==> config.mk <==
export PLATFORM = sky130hd
export DESIGN_NAME = subtractor_serial_flat
export DESIGN_NICKNAME = d
export VERILOG_FILES = /design/src/rtl/subtractor_serial_pkg.sv /design/src/rtl/subtractor_serial_if.sv /design/src/rtl/subtractor_serial_fs.sv /design/src/rtl/subtractor_serial.sv /design/src/flat_wrapper.sv
export SDC_FILE = /design/constraint.sdc
export NUM_CORES = 1
export LEC_CHECK = 0
export BUFFER_PORTS_ARGS = -buffer_cell sky130_fd_sc_hd__buf_2
export CAP_MARGIN = 20
export CORE_MARGIN = 2
export CORE_UTILIZATION = 57
export DETAILED_ROUTE_END_ITERATION = 10
export PLACE_DENSITY = 0.93
export REMOVE_ABC_BUFFERS = 1
export SYNTH_ARGS = -nofsm -noshare
export SYNTH_HDL_FRONTEND = slang
export SYNTH_HIERARCHICAL = 1
export SYNTH_SLANG_ARGS = --single-unit
==> constraint.sdc <==
create_clock -name clock -period 2.05 [get_ports clock]
set_input_delay 0 -clock clock [delete_from_list [all_inputs] [get_ports clock]]
set_output_delay 0 -clock clock [all_outputs]
set_load 0.05 [all_outputs]
==> src/rtl/subtractor_serial_pkg.sv <==
// Shared definitions for the bit-serial subtractor: state encoding and
// the width of the bit counter.
package subtractor_serial_pkg;

   localparam logic [1:0] ST_IDLE = 2'd0;
   localparam logic [1:0] ST_RUN  = 2'd1;
   localparam logic [1:0] ST_DONE = 2'd2;

   typedef enum logic [1:0] {
      IDLE = ST_IDLE,
      RUN  = ST_RUN,
      DONE = ST_DONE
   } state_t;

   // The counter must be able to hold N so that it cannot wrap within one operation.
   function automatic int cnt_width(input int n);
      return (n < 1) ? 1 : $clog2(n + 1);
   endfunction

endpackage

==> src/rtl/subtractor_serial_if.sv <==
// Start/done handshake and operand/result bundle for the bit-serial subtractor.
interface subtractor_serial_if #(parameter int N = 4);

   logic         start;
   logic [N-1:0] a;
   logic [N-1:0] b;
   logic         bi;
   logic         busy;
   logic         done;
   logic [N-1:0] d;
   logic         bo;
   logic         ov;

   modport master (output start, a, b, bi, input busy, done, d, bo, ov);
   modport slave  (input start, a, b, bi, output busy, done, d, bo, ov);

endinterface

==> src/rtl/subtractor_serial_fs.sv <==
// One-bit full subtractor: d = a - b - bi with borrow-out bo.
module fs (
   input  logic a,
   input  logic b,
   input  logic bi,
   output logic d,
   output logic bo
);

   assign d  = a ^ b ^ bi;
   assign bo = (~a & b) | (~(a ^ b) & bi);

endmodule

==> src/rtl/subtractor_serial.sv <==
// Bit-serial N-bit subtractor: one full-subtractor cell walks the operands
// LSB first, one bit per clock, behind a start/done handshake.
module subtractor_serial
   import subtractor_serial_pkg::*;
#(
   parameter int N = 4
) (
   input  logic              clock,
   input  logic              reset,
   subtractor_serial_if.slave bus
);

   localparam int CW = cnt_width(N);

   state_t        state;
   logic [N-1:0]  sa;
   logic [N-1:0]  sb;
   logic          br;
   logic          msb_a;
   logic          msb_b;
   logic [CW-1:0] cnt;
   logic          busy_r;
   logic          done_r;
   logic [N-1:0]  d_r;
   logic          bo_r;
   logic          ov_r;

   logic          diff;
   logic          br_next;
   logic [N-1:0]  d_next;

   fs u_fs (
      .a  (sa[0]),
      .b  (sb[0]),
      .bi (br),
      .d  (diff),
      .bo (br_next)
   );

   // New difference bit enters from the MSB side; written this way so N = 1 also works.
   always_comb begin
      d_next        = d_r >> 1;
      d_next[N-1]   = diff;
   end

   // Single FSM block; all handshake and result outputs are registered here.
   always_ff @(posedge clock) begin
      if (reset) begin
         state  <= IDLE;
         sa     <= '0;
         sb     <= '0;
         br     <= 1'b0;
         msb_a  <= 1'b0;
         msb_b  <= 1'b0;
         cnt    <= '0;
         busy_r <= 1'b0;
         done_r <= 1'b0;
         d_r    <= '0;
         bo_r   <= 1'b0;
         ov_r   <= 1'b0;
      end else begin
         case (state)
            IDLE: begin
               if (bus.start) begin
                  sa     <= bus.a;
                  sb     <= bus.b;
                  br     <= bus.bi;
                  msb_a  <= bus.a[N-1];
                  msb_b  <= bus.b[N-1];
                  cnt    <= '0;
                  busy_r <= 1'b1;
                  state  <= RUN;
               end
            end
            RUN: begin
               sa  <= sa >> 1;
               sb  <= sb >> 1;
               br  <= br_next;
               d_r <= d_next;
               cnt <= cnt + CW'(1);
               // On the last bit diff is the new result MSB, so ov can be formed here.
               if (cnt == CW'(N - 1)) begin
                  busy_r <= 1'b0;
                  done_r <= 1'b1;
                  bo_r   <= br_next;
                  ov_r   <= (msb_a ^ msb_b) & (diff ^ msb_a);
                  state  <= DONE;
               end
            end
            DONE: begin
               done_r <= 1'b0;
               state  <= IDLE;
            end
            default: begin
               busy_r <= 1'b0;
               done_r <= 1'b0;
               state  <= IDLE;
            end
         endcase
      end
   end

   assign bus.busy = busy_r;
   assign bus.done = done_r;
   assign bus.d    = d_r;
   assign bus.bo   = bo_r;
   assign bus.ov   = ov_r;

endmodule
==> src/flat_wrapper.sv <==
// flat-port wrapper written by rule: the top's interface ports become plain ports
module subtractor_serial_flat import subtractor_serial_pkg::*;
#(
   parameter int N = 4
)
  (clock, reset, bus_start, bus_a, bus_b, bus_bi, bus_busy, bus_done, bus_d, bus_bo, bus_ov);
  subtractor_serial_if #(.N(N)) bus_i ();
  input  logic clock;
  input  logic reset;
  input wire logic [$bits(bus_i.start)-1:0] bus_start;
  input wire logic [$bits(bus_i.a)-1:0] bus_a;
  input wire logic [$bits(bus_i.b)-1:0] bus_b;
  input wire logic [$bits(bus_i.bi)-1:0] bus_bi;
  output wire logic [$bits(bus_i.busy)-1:0] bus_busy;
  output wire logic [$bits(bus_i.done)-1:0] bus_done;
  output wire logic [$bits(bus_i.d)-1:0] bus_d;
  output wire logic [$bits(bus_i.bo)-1:0] bus_bo;
  output wire logic [$bits(bus_i.ov)-1:0] bus_ov;
  assign bus_i.start = bus_start;
  assign bus_i.a = bus_a;
  assign bus_i.b = bus_b;
  assign bus_i.bi = bus_bi;
  assign bus_busy = bus_i.busy;
  assign bus_done = bus_i.done;
  assign bus_d = bus_i.d;
  assign bus_bo = bus_i.bo;
  assign bus_ov = bus_i.ov;
  subtractor_serial #(.N(N)) u_core (.clock(clock), .reset(reset), .bus(bus_i));
endmodule
==> insert_results.sql, run 1 <==
INSERT INTO impl_metrics (metric_group, metric, value, unit) VALUES
('synthesis', 'yosysWarnings', '6', ''),
('die', 'fp.dieW', '47.17', 'um'),
('worst_setup_path', 'setup.worst_path.class', 'reg2reg', ''),
('cts', 'post_cts_buffers', '0', ''),
('job', 'max-cap-violations', '0', ''),
('die', 'fp.dieArea', '2225', 'um2'),
('synthesis', 'synthSimpleGateAreaFrac', '0.1578', ''),
('worst_setup_path', 'max_stage_delay', '0.50', 'ns'),
('synthesis', 'synth_top_area_share', '0.4523', ''),
('pwr', 'cellInternalPower', '665.2', 'uW'),
('routing', 'route.detailed.wl_per_inst', '13.59', 'um'),
('synthesis', 'synth.cells.most_frequent', 'sky130_fd_sc_hd__dfxtp_1, sky130_fd_sc_hd__mux2i_1, sky130_fd_sc_hd__nor2_1, sky130_fd_sc_hd__a21oi_1', ''),
('die', 'coreArea', '1745', 'um2'),
('sta', 'report.final.slew_viol_count', '0', ''),
('sta', 'final_min_period_over_clock_period', '0.7114', ''),
('pwr', 'max-vdd-ir-drop', '0.6415', 'mV'),
('routing', 'final_antenna_violating_net_count', '0', ''),
('sta', 'max_clock_freq', '685.7', 'MHz'),
('cts', 'clock_tree_from_tritoncts', 'built', ''),
('cts', 'cts.htree.levels', '1', ''),
('sta', 'timing.hold.ws', '0.01702', 'ns'),
('pwr', 'share_seq_of_total_power', '0.567', ''),
('placement', 'dpl.hpwl', '1417', 'um'),
('synthesis', 'post_synth.cell_area_avg', '10.02', 'um2'),
('global_route', 'pin_count_of_the_biggest_net_entering_global_routing', '25', ''),
('placement', 'port_buffers', '19', ''),
('worst_setup_path', 'crit_path_start_kind', 'flop', ''),
('placement', 'gpl.final_weighted_congestion', '0.7161', ''),
('min_path', 'min_path_type', 'in2reg', ''),
('routing', 'vias_per_cell', '5.384', ''),
('cells_and_area', 'final_layout_size_suffix_gt1_frac', '0.2540', ''),
('cells_and_area', 'finalNetCount', '142', ''),
('synthesis', 'synth_cells', '106', ''),
('pwr', 'power_switching_share', '0.2699', ''),
('synthesis', 'yosys.area.top_type', 'sky130_fd_sc_hd__dfxtp_1', ''),
('sta', 'unrepaired_setup_endpoints_after_global_routing', 'false', ''),
('pwr', 'p_sw', '246.0', 'uW'),
('routing', 'detailedRoute.firstIterationViolations', '10', ''),
('worst_setup_path', 'timing.reg2reg.worst_path_depth', '5', ''),
('worst_setup_path', 'timing.rr.start', 'u_core/sb[0]', ''),
('cts', 'clkSlewWorstSetupHoldPaths', '0.13', 'ns'),
('die', 'floorplan.initialDensity', '0.6086', ''),
('cts', 'clk_latency', '0.31', 'ns'),
('sta', 'timing.final.setup_violations', '0', ''),
('worst_setup_path', 'internal_reg_to_reg_setup_slack', '0.59', 'ns'),
('cts', 'clock-sinks', '24', ''),
('die', 'num_io_pins', '20', ''),
('sta', 'relSlewSlack', '0.6992', ''),
('synthesis', 'post_synth_top_flop', 'sky130_fd_sc_hd__dfxtp_1', ''),
('routing', 'postRouteWirelength', '2052', 'um'),
('synthesis', 'post_synth_xor_area_fraction', '0', ''),
('cts', 'ctsRootBufferMaster', 'sky130_fd_sc_hd__clkbuf_4', ''),
('global_route', 'first_global_vias', '721', ''),
('worst_setup_path', 'critical_path_required', '2.29', 'ns'),
('outcome', 'outcome', 'finished clean', ''),
('worst_setup_path', 'endpoint', 'u_core/bus.ov', ''),
('sta', 'max_slew.worst_pin.slew', '0.4512', 'ns'),
('cells_and_area', 'diode_insertion_count_for_antenna_repair', '0', ''),
('pwr', 'clockPowerShare', '0.267', ''),
('pwr', 'power.density', '762.6', 'nW/um2'),
('worst_setup_path', 'critical_path_depth', '5', ''),
('synthesis', 'multiplexer_fraction_of_the_synthesized_cell_area', '0.1131', ''),
('global_route', 'grtUsageTotal', '0.2112', ''),
('die', 'core.rowCount', '15', ''),
('synthesis', 'synth_cell_types', '28', ''),
('synthesis', 'synth_area_leaders', 'sky130_fd_sc_hd__dfxtp_1, sky130_fd_sc_hd__mux2i_1, sky130_fd_sc_hd__nor2_1, sky130_fd_sc_hd__a21oi_1, sky130_fd_sc_hd__a211oi_1', ''),
('synthesis', 'synth-async-reset-ratio', '0', ''),
('synthesis', 'synthesis.area', '1062', 'um2'),
('synthesis', 'sequential_element_share_of_the_synthesized_area', '0.4523', ''),
('cells_and_area', 'syn_to_final_growth', '12.49', '%'),
('worst_setup_path', 'crit_path_start', 'u_core/sb[0]', '');
[how the worst min path moves through the flow]
| stage | start | depth (start not counted) | to | slack, ns |
|---|---|---|---|---|
| final | bus_bi | 3 | u_core/br | 0.02 |
| after global routing | bus_bi | 3 | u_core/br | 0.04 |
| after CTS | bus_bi | 3 | u_core/br | 0.02 |
| after detailed placement | bus_b[3] | 3 | u_core/msb_b | 0.30 |
| after global placement | bus_a[3] | 3 | u_core/sa[3] | 0.29 |
| after floorplan | reset | 1 | u_core/sa[0] | 0.06 |
[power by group through the flow]
stage / registers (uW) / logic, uW / clock network [uW]
floorplan: 541 / 82.9 / 0
global placement: 523 / 138 / 0
detailed placement: 526 / 146 / 0
CTS: 516 / 150 / 248
global route: 519 / 164 / 262
finish: 516 / 151 / 244
[per-layer routing]
layer | vias up | wire (um) | GRT usage
met2 | 20 | 1009 | 0.3425
li1 | 406 | - | -
met4 | 0 | 21 | 0.08889
met3 | 4 | 71 | 0.02308
met5 | - | 0 | 0
met1 | 383 | 950 | 0.2864
[cell usage in the layout (no fill, tap or decap), types with 2 or more instances in the layout]
master | Yosys | routed
sky130_fd_sc_hd__ha_1 | 2 | 2
sky130_fd_sc_hd__a21oi_1 | 8 | 8
sky130_fd_sc_hd__a211oi_2 | 3 | 3
sky130_fd_sc_hd__clkbuf_4 | 0 | 3
sky130_fd_sc_hd__a211oi_1 | 5 | 5
sky130_fd_sc_hd__a22oi_1 | 2 | 2
sky130_fd_sc_hd__nor3_1 | 3 | 3
sky130_fd_sc_hd__nand2b_1 | 3 | 3
sky130_fd_sc_hd__dfxtp_1 | 24 | 24
sky130_fd_sc_hd__nor2_2 | 3 | 3
sky130_fd_sc_hd__mux2i_1 | 12 | 12
sky130_fd_sc_hd__inv_1 | 5 | 5
sky130_fd_sc_hd__nor3b_1 | 2 | 2
sky130_fd_sc_hd__dlygate4sd3_1 | 0 | 2
sky130_fd_sc_hd__nand2_1 | 5 | 5
sky130_fd_sc_hd__o21ai_0 | 2 | 2
sky130_fd_sc_hd__buf_2 | 0 | 19
sky130_fd_sc_hd__nor2_1 | 12 | 12
[kinds of logic (layout without fill, tap and decap cells)]
logic type               count (synthesis)  after routing
flip-flops                              24             24
multiplexers                            12             12
buffers and inverters                   11             31
AND/OR/NAND/NOR                         33             33
adder cells (fa/ha/maj)                  3              3
AO/OA/AOI/OAI                           23             23
[flip-flops by register name, indices dropped and copies added, names as in the netlist]
name	cells
u_core/cnt	3
u_core/bus.bo	1
u_core/bus.busy	1
u_core/state	2
u_core/bus.done	1
u_core/bus.d	4
u_core/sa	4
u_core/bus.ov	1
u_core/msb_a	1
u_core/br	1
u_core/sb	4
u_core/msb_b	1
[stage by stage]
step	utilization	cells	total power, uW	setup slack, ns	area [um2]
after floorplan	-	100	623.7	0.6863	1005
after global placement	0.6523	145	660.8	0.6987	1139
after detailed placement	0.6523	145	671.5	0.6361	1139
after CTS	0.6846	151	914.6	0.6073	1195
after global routing	0.6846	151	945.2	0.5508	1195
final	0.6846	151	911.2	0.5916	1195
[repair_timing]
action | CTS | global route
hold buffers | 2 | 0
endpoints found under the hold margin | 4 | 0
resized for setup | 0 | 0
[area by class of cell]
type / count / area [um2]
Tap cell: 25 / 31.28
Timing Repair Buffer: 22 / 122.6
Clock buffer: 4 / 36.28
Inverter: 5 / 18.77
Multi-Input combinational cell: 71 / 505.5
Fill cell: 141 / 550.5
Sequential cell: 24 / 480.5
[worst register-to-register path, cell delays in order, from the launching register on]
cell	delay, ns
sky130_fd_sc_hd__dfxtp_1	0.36
sky130_fd_sc_hd__inv_1	0.06
sky130_fd_sc_hd__fa_1	0.50
sky130_fd_sc_hd__nor3b_1	0.24
sky130_fd_sc_hd__nor3_1	0.08
sky130_fd_sc_hd__nor3_1	0.16
No activity file was read; power rests on OpenSTA's default activity.
==> run 2: changes to the inputs <==
--- a/config.mk
+++ b/config.mk
@@ -8,9 +8,9 @@
 export BUFFER_PORTS_ARGS = -buffer_cell sky130_fd_sc_hd__buf_2
 export CAP_MARGIN = 20
 export CORE_MARGIN = 2
-export CORE_UTILIZATION = 57
+export CORE_UTILIZATION = 53
 export DETAILED_ROUTE_END_ITERATION = 10
-export PLACE_DENSITY = 0.93
+export PLACE_DENSITY = 0.88
 export REMOVE_ABC_BUFFERS = 1
 export SYNTH_ARGS = -nofsm -noshare
 export SYNTH_HDL_FRONTEND = slang
==> constraint.sdc (replaced) <==
create_clock -name clock -period 1.4 [get_ports clock]
set_input_delay 0 -clock clock [delete_from_list [all_inputs] [get_ports clock]]
set_output_delay 0 -clock clock [all_outputs]
set_load 0.05 [all_outputs]
==> insert_results.sql, run 2 (synthesized netlist as in run 1, its figures left out) <==
INSERT INTO impl_metrics (metric_group, metric, value, unit) VALUES
('worst_setup_path', 'critPathCaptureType', 'flop', ''),
('placement', 'placement.cell_area', '1149', 'um2'),
('cts', 'clkSlewWorstSetupHoldPaths', '0.13', 'ns'),
('cts', 'clock-sinks', '24', ''),
('routing', 'vias', '819', ''),
('global_route', 'global_route.overflow_total', '0', ''),
('cts', 'clk_latency', '0.31', 'ns'),
('pwr', 'power.density', '1108', 'nW/um2'),
('cells_and_area', 'multi_input_logic_area', '505.5', 'um2'),
('routing', 'drcViolationCount', '0', ''),
('placement', 'dpl.hpwl', '1401', 'um'),
('sta', 'report.final.slew_viol_count', '0', ''),
('pwr', 'leak', '0.0005222', 'uW'),
('cells_and_area', 'syn_to_final_growth', '13.55', '%'),
('job', 'max-cap-violations', '0', ''),
('cts', 'cts.htree.levels', '1', ''),
('placement', 'dp_slack', '0.01910', 'ns'),
('die', 'fp.dieArea', '2379', 'um2'),
('sta', 'timing.hold.ws', '-0.002077', 'ns'),
('die', 'floorplan.initialDensity', '0.5527', ''),
('outcome', 'violations', 'hold timing', ''),
('sta', 'unrepaired_setup_endpoints_after_global_routing', 'true', ''),
('die', 'coreArea', '1922', 'um2'),
('global_route', 'pin_count_of_the_biggest_net_entering_global_routing', '25', ''),
('cells_and_area', 'finalNetCount', '143', ''),
('global_route', 'grt_first_pass_wirelength', '3346', 'um'),
('sta', 'max_slew.worst_pin.slew', '0.4498', 'ns'),
('placement', 'port_buffers', '19', ''),
('worst_setup_path', 'cpLargestDelayFamily', 'adder cells', ''),
('cts', 'ctsRootBufferMaster', 'sky130_fd_sc_hd__clkbuf_4', ''),
('global_route', 'grt_antenna_before_repair', '0', ''),
('worst_setup_path', 'max_stage_delay', '0.49', 'ns'),
('die', 'num_io_pins', '20', ''),
('worst_setup_path', 'worst_reg2reg_path_endpoint', 'u_core/bus.ov', ''),
('routing', 'route.detailed.wl_per_inst', '12.85', 'um'),
('routing', 'firstDrtPassIters', '4', ''),
('worst_setup_path', 'timing.reg2reg.worst_path_depth', '5', ''),
('die', 'die_height', '48.77', 'um'),
('routing', 'detailedRoute.firstIterationViolations', '25', ''),
('cts', 'clock_path_buffers', '2', ''),
('sta', 'hold_violations', '1', ''),
('worst_setup_path', 'critPathBufInv', '1', ''),
('worst_setup_path', 'timing.rr.start', 'u_core/br', ''),
('min_path', 'hp-start', 'bus_bi', ''),
('routing', 'postRouteWirelength', '1979', 'um'),
('cts', 'post_cts_buffers', '0', ''),
('cells_and_area', 'diode_insertion_count_for_antenna_repair', '0', ''),
('worst_setup_path', 'internal_reg_to_reg_setup_slack', '0.0004', 'ns'),
('sta', 'layout_min_cycle_time', '1.400', 'ns'),
('cells_and_area', 'seqCellArea', '481.7', 'um2'),
('placement', 'gpl.final_weighted_congestion', '0.7323', ''),
('worst_setup_path', 'critical_path_required', '1.64', 'ns'),
('global_route', 'grtUsageTotal', '0.1822', ''),
('routing', 'vias_per_cell', '5.318', ''),
('sta', 'relSlewSlack', '0.7001', ''),
('sta', 'final_min_period_over_clock_period', '0.9997', ''),
('sta', 'timing.final.setup_violations', '0', ''),
('routing', 'final_antenna_violating_net_count', '0', ''),
('min_path', 'min_to', 'u_core/br', ''),
('worst_setup_path', 'setup.worst_path.class', 'reg2reg', ''),
('cells_and_area', 'layout.cells.most_common', 'sky130_fd_sc_hd__dfxtp_1', ''),
('cells_and_area', 'nFillCells', '170', ''),
('sta', 'worst_slack', '0.0003841', 'ns'),
('sta', 'clock-skew-final', '0.002686', 'ns'),
('cts', 'clock_tree_from_tritoncts', 'built', ''),
('die', 'fp.dieW', '48.77', 'um'),
('worst_setup_path', 'crit_path_start_kind', 'flop', ''),
('worst_setup_path', 'critical_path.cell_chain', 'inv_1 > fa_1 > nor3b_1 > nor3_1 > nor3_1', ''),
('worst_setup_path', 'timing.critical_path.arrival', '1.64', 'ns'),
('outcome', 'outcome', 'finished with violations', ''),
('cells_and_area', 'postLayoutCellArea', '1206', 'um2'),
('cells_and_area', 'final_layout_size_suffix_gt1_frac', '0.2677', ''),
('sta', 'max_clock_freq', '714.5', 'MHz'),
('global_route', 'first_global_vias', '761', ''),
('min_path', 'min_path_cells', '3', ''),
('min_path', 'min_path_type', 'in2reg', ''),
('die', 'core.rowCount', '16', ''),
('cts', 'cts_made_buffers', '3', ''),
('cells_and_area', 'mostFrequentLayoutCells', 'sky130_fd_sc_hd__dfxtp_1, sky130_fd_sc_hd__buf_2, sky130_fd_sc_hd__mux2i_1, sky130_fd_sc_hd__nor2_1, sky130_fd_sc_hd__a21oi_1', ''),
('worst_setup_path', 'crit_top_cell', 'sky130_fd_sc_hd__nor3_1', ''),
('pwr', 'max-vdd-ir-drop', '0.6126', 'mV'),
('worst_setup_path', 'crit_path_top_delay_cell', 'sky130_fd_sc_hd__fa_1', ''),
('worst_setup_path', 'crit_fanout', '3', '');
run 2: changes by cell type in the layout (fill, tap and decap cells not counted), sizes merged:
cell and delta:
buf +1
run 2: area by class of cell:
cell class / instances / share of cell area
flip-flops and latches: 24 / 0.3994
repair buffers: 23 / 0.1079
clock buffers: 4 / 0.03008
multi-input cells: 71 / 0.4191
inverters: 5 / 0.01556
well taps: 27 / 0.02801
run 2: where the power goes:
| part | leakage, uW | internal [uW] | switching, uW |
|---|---|---|---|
| clock network | 0.0000210 | 159 | 203 |
| logic | 0.000304 | 95.7 | 128 |
| registers | 0.000197 | 723 | 27.5 |
run 2: per-layer routing:
metal  wire length, um  global-route usage
met1               896              0.2143
met2              1000              0.3082
met3                37             0.02147
met4                44              0.1286
met5                 0                   0
run 2: worst max-delay path by stage:
stage | from | to | slack (ns) | cells past startpoint
finish | u_core/br | u_core/bus.ov | 0.0004 | 5
global route | u_core/sb[0] | u_core/bus.ov | -0.05 | 5
CTS | u_core/br | u_core/bus.ov | 0.01 | 5
global placement | u_core/sb[0] | u_core/bus.ov | 0.06 | 5
detailed placement | u_core/sb[0] | u_core/bus.ov | 0.02 | 5
floorplan | u_core/state[0] | u_core/bus.d[0] | 0.04 | 3
run 2: worst reg2reg max path: stages (launching register included):
cell and delay, ns:
sky130_fd_sc_hd__dfxtp_2 0.35, sky130_fd_sc_hd__inv_1 0.05, sky130_fd_sc_hd__fa_1 0.49, sky130_fd_sc_hd__nor3b_1 0.20, sky130_fd_sc_hd__nor3_1 0.07, sky130_fd_sc_hd__nor3_1 0.17
run 2: through the flow:
step | util | total power, uW | TNS, ns | std cells | hold slack (ns)
after detailed placement | 0.5977 | 983.8 | 0 | 148 | 0.2810
after floorplan | - | 913.3 | 0 | 100 | 0.06465
after global placement | 0.5977 | 971.7 | 0 | 148 | 0.2815
after CTS | 0.6276 | 1342 | 0 | 154 | 0.005584
after global routing | 0.6276 | 1391 | -0.04548 | 154 | 0.003243
final | 0.6276 | 1336 | 0 | 154 | -0.002077
run 2: timing repair:
action	in CTS	in global routing
resized for setup	1	0
hold buffers	2	0
pin swaps	1	0
hold endpoints to repair	4	0
setup endpoints to repair	1	1
==> run 3: changes to the inputs <==
--- a/config.mk
+++ b/config.mk
@@ -5,12 +5,13 @@
 export SDC_FILE = /design/constraint.sdc
 export NUM_CORES = 1
 export LEC_CHECK = 0
+export ABC_AREA = 1
 export BUFFER_PORTS_ARGS = -buffer_cell sky130_fd_sc_hd__buf_2
 export CAP_MARGIN = 20
 export CORE_MARGIN = 2
 export CORE_UTILIZATION = 53
 export DETAILED_ROUTE_END_ITERATION = 10
-export PLACE_DENSITY = 0.88
+export PLACE_DENSITY = 0.87
 export REMOVE_ABC_BUFFERS = 1
 export SYNTH_ARGS = -nofsm -noshare
 export SYNTH_HDL_FRONTEND = slang
==> insert_results.sql, run 3 <==
INSERT INTO impl_metrics (metric_group, metric, value, unit) VALUES
('global_route', 'first_global_vias', '1001', ''),
('worst_setup_path', 'crit_path_start_kind', 'flop', ''),
('sta', 'max_clock_freq', '729.2', 'MHz'),
('cts', 'cts.htree.levels', '1', ''),
('synthesis', 'synth_cells', '158', ''),
('die', 'core.rowCount', '16', ''),
('synthesis', 'post_synth_top_flop', 'sky130_fd_sc_hd__dfxtp_1', ''),
('placement', 'port_buffers', '19', ''),
('global_route', 'grt_first_pass_wirelength', '4140', 'um'),
('sta', 'final_min_period_over_clock_period', '0.9796', ''),
('cells_and_area', 'diode_insertion_count_for_antenna_repair', '0', ''),
('placement', 'gpl.final_weighted_congestion', '0.7786', ''),
('pwr', 'clockPowerShare', '0.320', ''),
('placement', 'placement.cell_area', '1234', 'um2'),
('die', 'fp.dieArea', '2471', 'um2'),
('worst_setup_path', 'critical_path_required', '1.64', 'ns'),
('synthesis', 'sequential_element_share_of_the_synthesized_area', '0.4339', ''),
('cts', 'clock-sinks', '24', ''),
('pwr', 'share_seq_of_total_power', '0.486', ''),
('synthesis', 'synthesis.area', '1107', 'um2'),
('die', 'coreArea', '1962', 'um2'),
('worst_setup_path', 'critPathCaptureType', 'flop', ''),
('min_path', 'min_path_type', 'in2reg', ''),
('global_route', 'grt_use_met1', '0.2389', ''),
('pwr', 'max-vdd-ir-drop', '1.052', 'mV'),
('cells_and_area', 'layout.cells.most_common', 'sky130_fd_sc_hd__nand2_1', ''),
('synthesis', 'yosys.area.top_type', 'sky130_fd_sc_hd__dfxtp_1', ''),
('synthesis', 'synthSimpleGateAreaFrac', '0.3243', ''),
('cts', 'clkSlewWorstSetupHoldPaths', '0.14', 'ns'),
('sta', 'hold_violations', '0', ''),
('synthesis', 'post_synth.cell_area_avg', '7.008', 'um2'),
('pwr', 'cellInternalPower', '1137', 'uW'),
('synthesis', 'yosysWarnings', '6', ''),
('synthesis', 'synth_top_family_by_area', 'simple AND/OR/NAND/NOR gates', ''),
('cells_and_area', 'final_core_util', '0.7085', ''),
('cts', 'clk_latency', '0.32', 'ns'),
('sta', 'unrepaired_setup_endpoints_after_global_routing', 'true', ''),
('routing', 'firstDrtPassIters', '6', ''),
('synthesis', 'synth_cell_types', '15', ''),
('pwr', 'power.share.combinational', '0.194', ''),
('die', 'num_io_pins', '20', ''),
('worst_setup_path', 'setup.worst_path.class', 'reg2reg', ''),
('worst_setup_path', 'crit_path_start', 'u_core/br', ''),
('global_route', 'grtUsageTotal', '0.2184', ''),
('cts', 'clock_tree_from_tritoncts', 'built', ''),
('routing', 'drcViolationCount', '0', ''),
('cells_and_area', 'multi_input_logic_area', '498.0', 'um2'),
('synthesis', 'synth_area_leaders', 'sky130_fd_sc_hd__dfxtp_1, sky130_fd_sc_hd__nand2_1, sky130_fd_sc_hd__nor2_1, sky130_fd_sc_hd__inv_1, sky130_fd_sc_hd__nand3_1', ''),
('synthesis', 'synth_most_common_cell', 'sky130_fd_sc_hd__nand2_1', ''),
('cells_and_area', 'syn_to_final_growth', '25.54', '%'),
('synthesis', 'synth-compound-area-share', '0.08249', ''),
('pwr', 'p_sw', '427.2', 'uW'),
('pwr', 'power.density', '1125', 'nW/um2'),
('cts', 'post_cts_buffers', '0', ''),
('outcome', 'outcome', 'finished clean', ''),
('worst_setup_path', 'crit_fanout', '3', ''),
('routing', 'vias_per_cell', '4.876', ''),
('cells_and_area', 'final_layout_size_suffix_gt1_frac', '0.1789', ''),
('synthesis', 'synth-async-reset-ratio', '0', ''),
('cells_and_area', 'seqCellArea', '481.7', 'um2'),
('sta', 'clock-skew-final', '0.01297', 'ns'),
('sta', 'relSlewSlack', '0.6992', ''),
('synthesis', 'post_synth_xor_area_fraction', '0', ''),
('cts', 'clock_path_buffers', '2', ''),
('sta', 'layout_min_cycle_time', '1.371', 'ns'),
('synthesis', 'multiplexer_fraction_of_the_synthesized_cell_area', '0', ''),
('cells_and_area', 'mostFrequentLayoutCells', 'sky130_fd_sc_hd__nand2_1, sky130_fd_sc_hd__nor2_1, sky130_fd_sc_hd__dfxtp_1', ''),
('sta', 'timing.final.setup_violations', '0', ''),
('global_route', 'use_met2', '0.4178', ''),
('routing', 'vias', '1058', ''),
('cts', 'ctsRootBufferMaster', 'sky130_fd_sc_hd__clkbuf_4', ''),
('die', 'floorplan.initialDensity', '0.5644', ''),
('synthesis', 'synth_edf_count', '0', ''),
('placement', 'dpl.hpwl', '1628', 'um'),
('worst_setup_path', 'timing.critical_path.arrival', '1.61', 'ns'),
('routing', 'route.detailed.wl_per_inst', '11.15', 'um'),
('global_route', 'grt_antenna_before_repair', '0', ''),
('routing', 'postRouteWirelength', '2420', 'um'),
('global_route', 'gr-max-usage-layer', 'met2', ''),
('cells_and_area', 'finalNetCount', '206', ''),
('sta', 'max_slew.worst_pin.slew', '0.4507', 'ns'),
('routing', 'final_antenna_violating_net_count', '0', ''),
('global_route', 'pin_count_of_the_biggest_net_entering_global_routing', '16', ''),
('worst_setup_path', 'timing.rr.start', 'u_core/br', ''),
('pwr', 'leak', '0.0006901', 'uW'),
('synthesis', 'synth.ff_latch_count', '24', ''),
('die', 'die_height', '49.71', 'um'),
('pwr', 'power_switching_share', '0.2732', ''),
('routing', 'detailedRoute.firstIterationViolations', '22', ''),
('synthesis', 'synth_fa_ha_area_frac', '0.04068', ''),
('cts', 'cts_made_buffers', '3', ''),
('job', 'max-cap-violations', '0', ''),
('sta', 'report.final.slew_viol_count', '0', ''),
('die', 'fp.dieW', '49.71', 'um'),
('global_route', 'grt_util_met3', '0.03636', ''),
('synthesis', 'synth_top_area_share', '0.4339', ''),
('min_path', 'hp-start', 'bus_start', ''),
('cells_and_area', 'postLayoutCellArea', '1390', 'um2'),
('cells_and_area', 'nFillCells', '185', ''),
('global_route', 'global_route.overflow_total', '0', ''),
('synthesis', 'synth.cells.most_frequent', 'sky130_fd_sc_hd__nand2_1, sky130_fd_sc_hd__nor2_1, sky130_fd_sc_hd__dfxtp_1, sky130_fd_sc_hd__inv_1, sky130_fd_sc_hd__nand3_1', '');
-- run 3: path summary, 6_finish.rpt --
kind                     end  slack, ns  depth (start not counted)
max reg2reg    u_core/bus.ov       0.03                          7
max            u_core/bus.ov       0.03                          7
min reg2reg    u_core/cnt[1]       0.48                          2
min          u_core/bus.busy       0.03                          3
-- run 3: metal layers --
metal / up-vias / part of all wire
li1: 543 / -
met1: 477 / 0.42
met2: 32 / 0.52
met3: 6 / 0.040
met4: 0 / 0.014
met5: - / 0
-- run 3: cell families (layout without fill, tap and decap cells) --
group                      Yosys count  after routing
DFF                                 24             24
buffers and inverters               27             59
adders and majority gates            3              3
and+or+nand+nor                     88             88
AOI/OAI and AO/OA                   16             16
-- run 3: layout make-up --
| cell class | count | area share |
|---|---|---|
| clock inverter | 1 | 0.02160 |
| clock buffer | 3 | 0.01620 |
| multi-input combinational | 107 | 0.3582 |
| inverter | 21 | 0.05671 |
| timing repair buffer | 34 | 0.1764 |
| tap | 27 | 0.02430 |
| sequential | 24 | 0.3465 |
-- run 3: critical path: stages, from the launching register on --
cell and delay, ns:
sky130_fd_sc_hd__dfxtp_2 0.36, sky130_fd_sc_hd__inv_2 0.04, sky130_fd_sc_hd__fa_1 0.56, sky130_fd_sc_hd__inv_1 0.05
sky130_fd_sc_hd__nand3_1 0.06, sky130_fd_sc_hd__nand2_1 0.06, sky130_fd_sc_hd__nor2_2 0.10, sky130_fd_sc_hd__nor2_1 0.05
-- run 3: power by group through the flow --
| stage | sequential [uW] | clock, uW | combinational (uW) |
|---|---|---|---|
| floorplan | 818 | 0 | 137 |
| global placement | 770 | 0 | 266 |
| detailed placement | 773 | 0 | 276 |
| CTS | 758 | 504 | 298 |
| global route | 766 | 537 | 337 |
| finish | 759 | 500 | 304 |
-- run 3: through the flow --
stage | total power [uW] | TNS [ns] | hold slack, ns | cells | setup slack, ns
floorplan | 955.0 | 0 | 0.06907 | 152 | 0.1331
global placement | 1036 | 0 | 0.2932 | 203 | 0.1085
detailed placement | 1049 | 0 | 0.2975 | 203 | 0.05905
CTS | 1559 | 0 | 0.01543 | 217 | 0.03664
global route | 1640 | -0.03261 | 0.03432 | 217 | -0.03261
finish | 1564 | 0 | 0.02535 | 217 | 0.02857
-- run 3: timing repair --
action,4_1_cts,5_1_grt
hold buffers,10,0
setup endpoints to repair,0,1
hold endpoints to repair,16,0
resized for setup,0,3
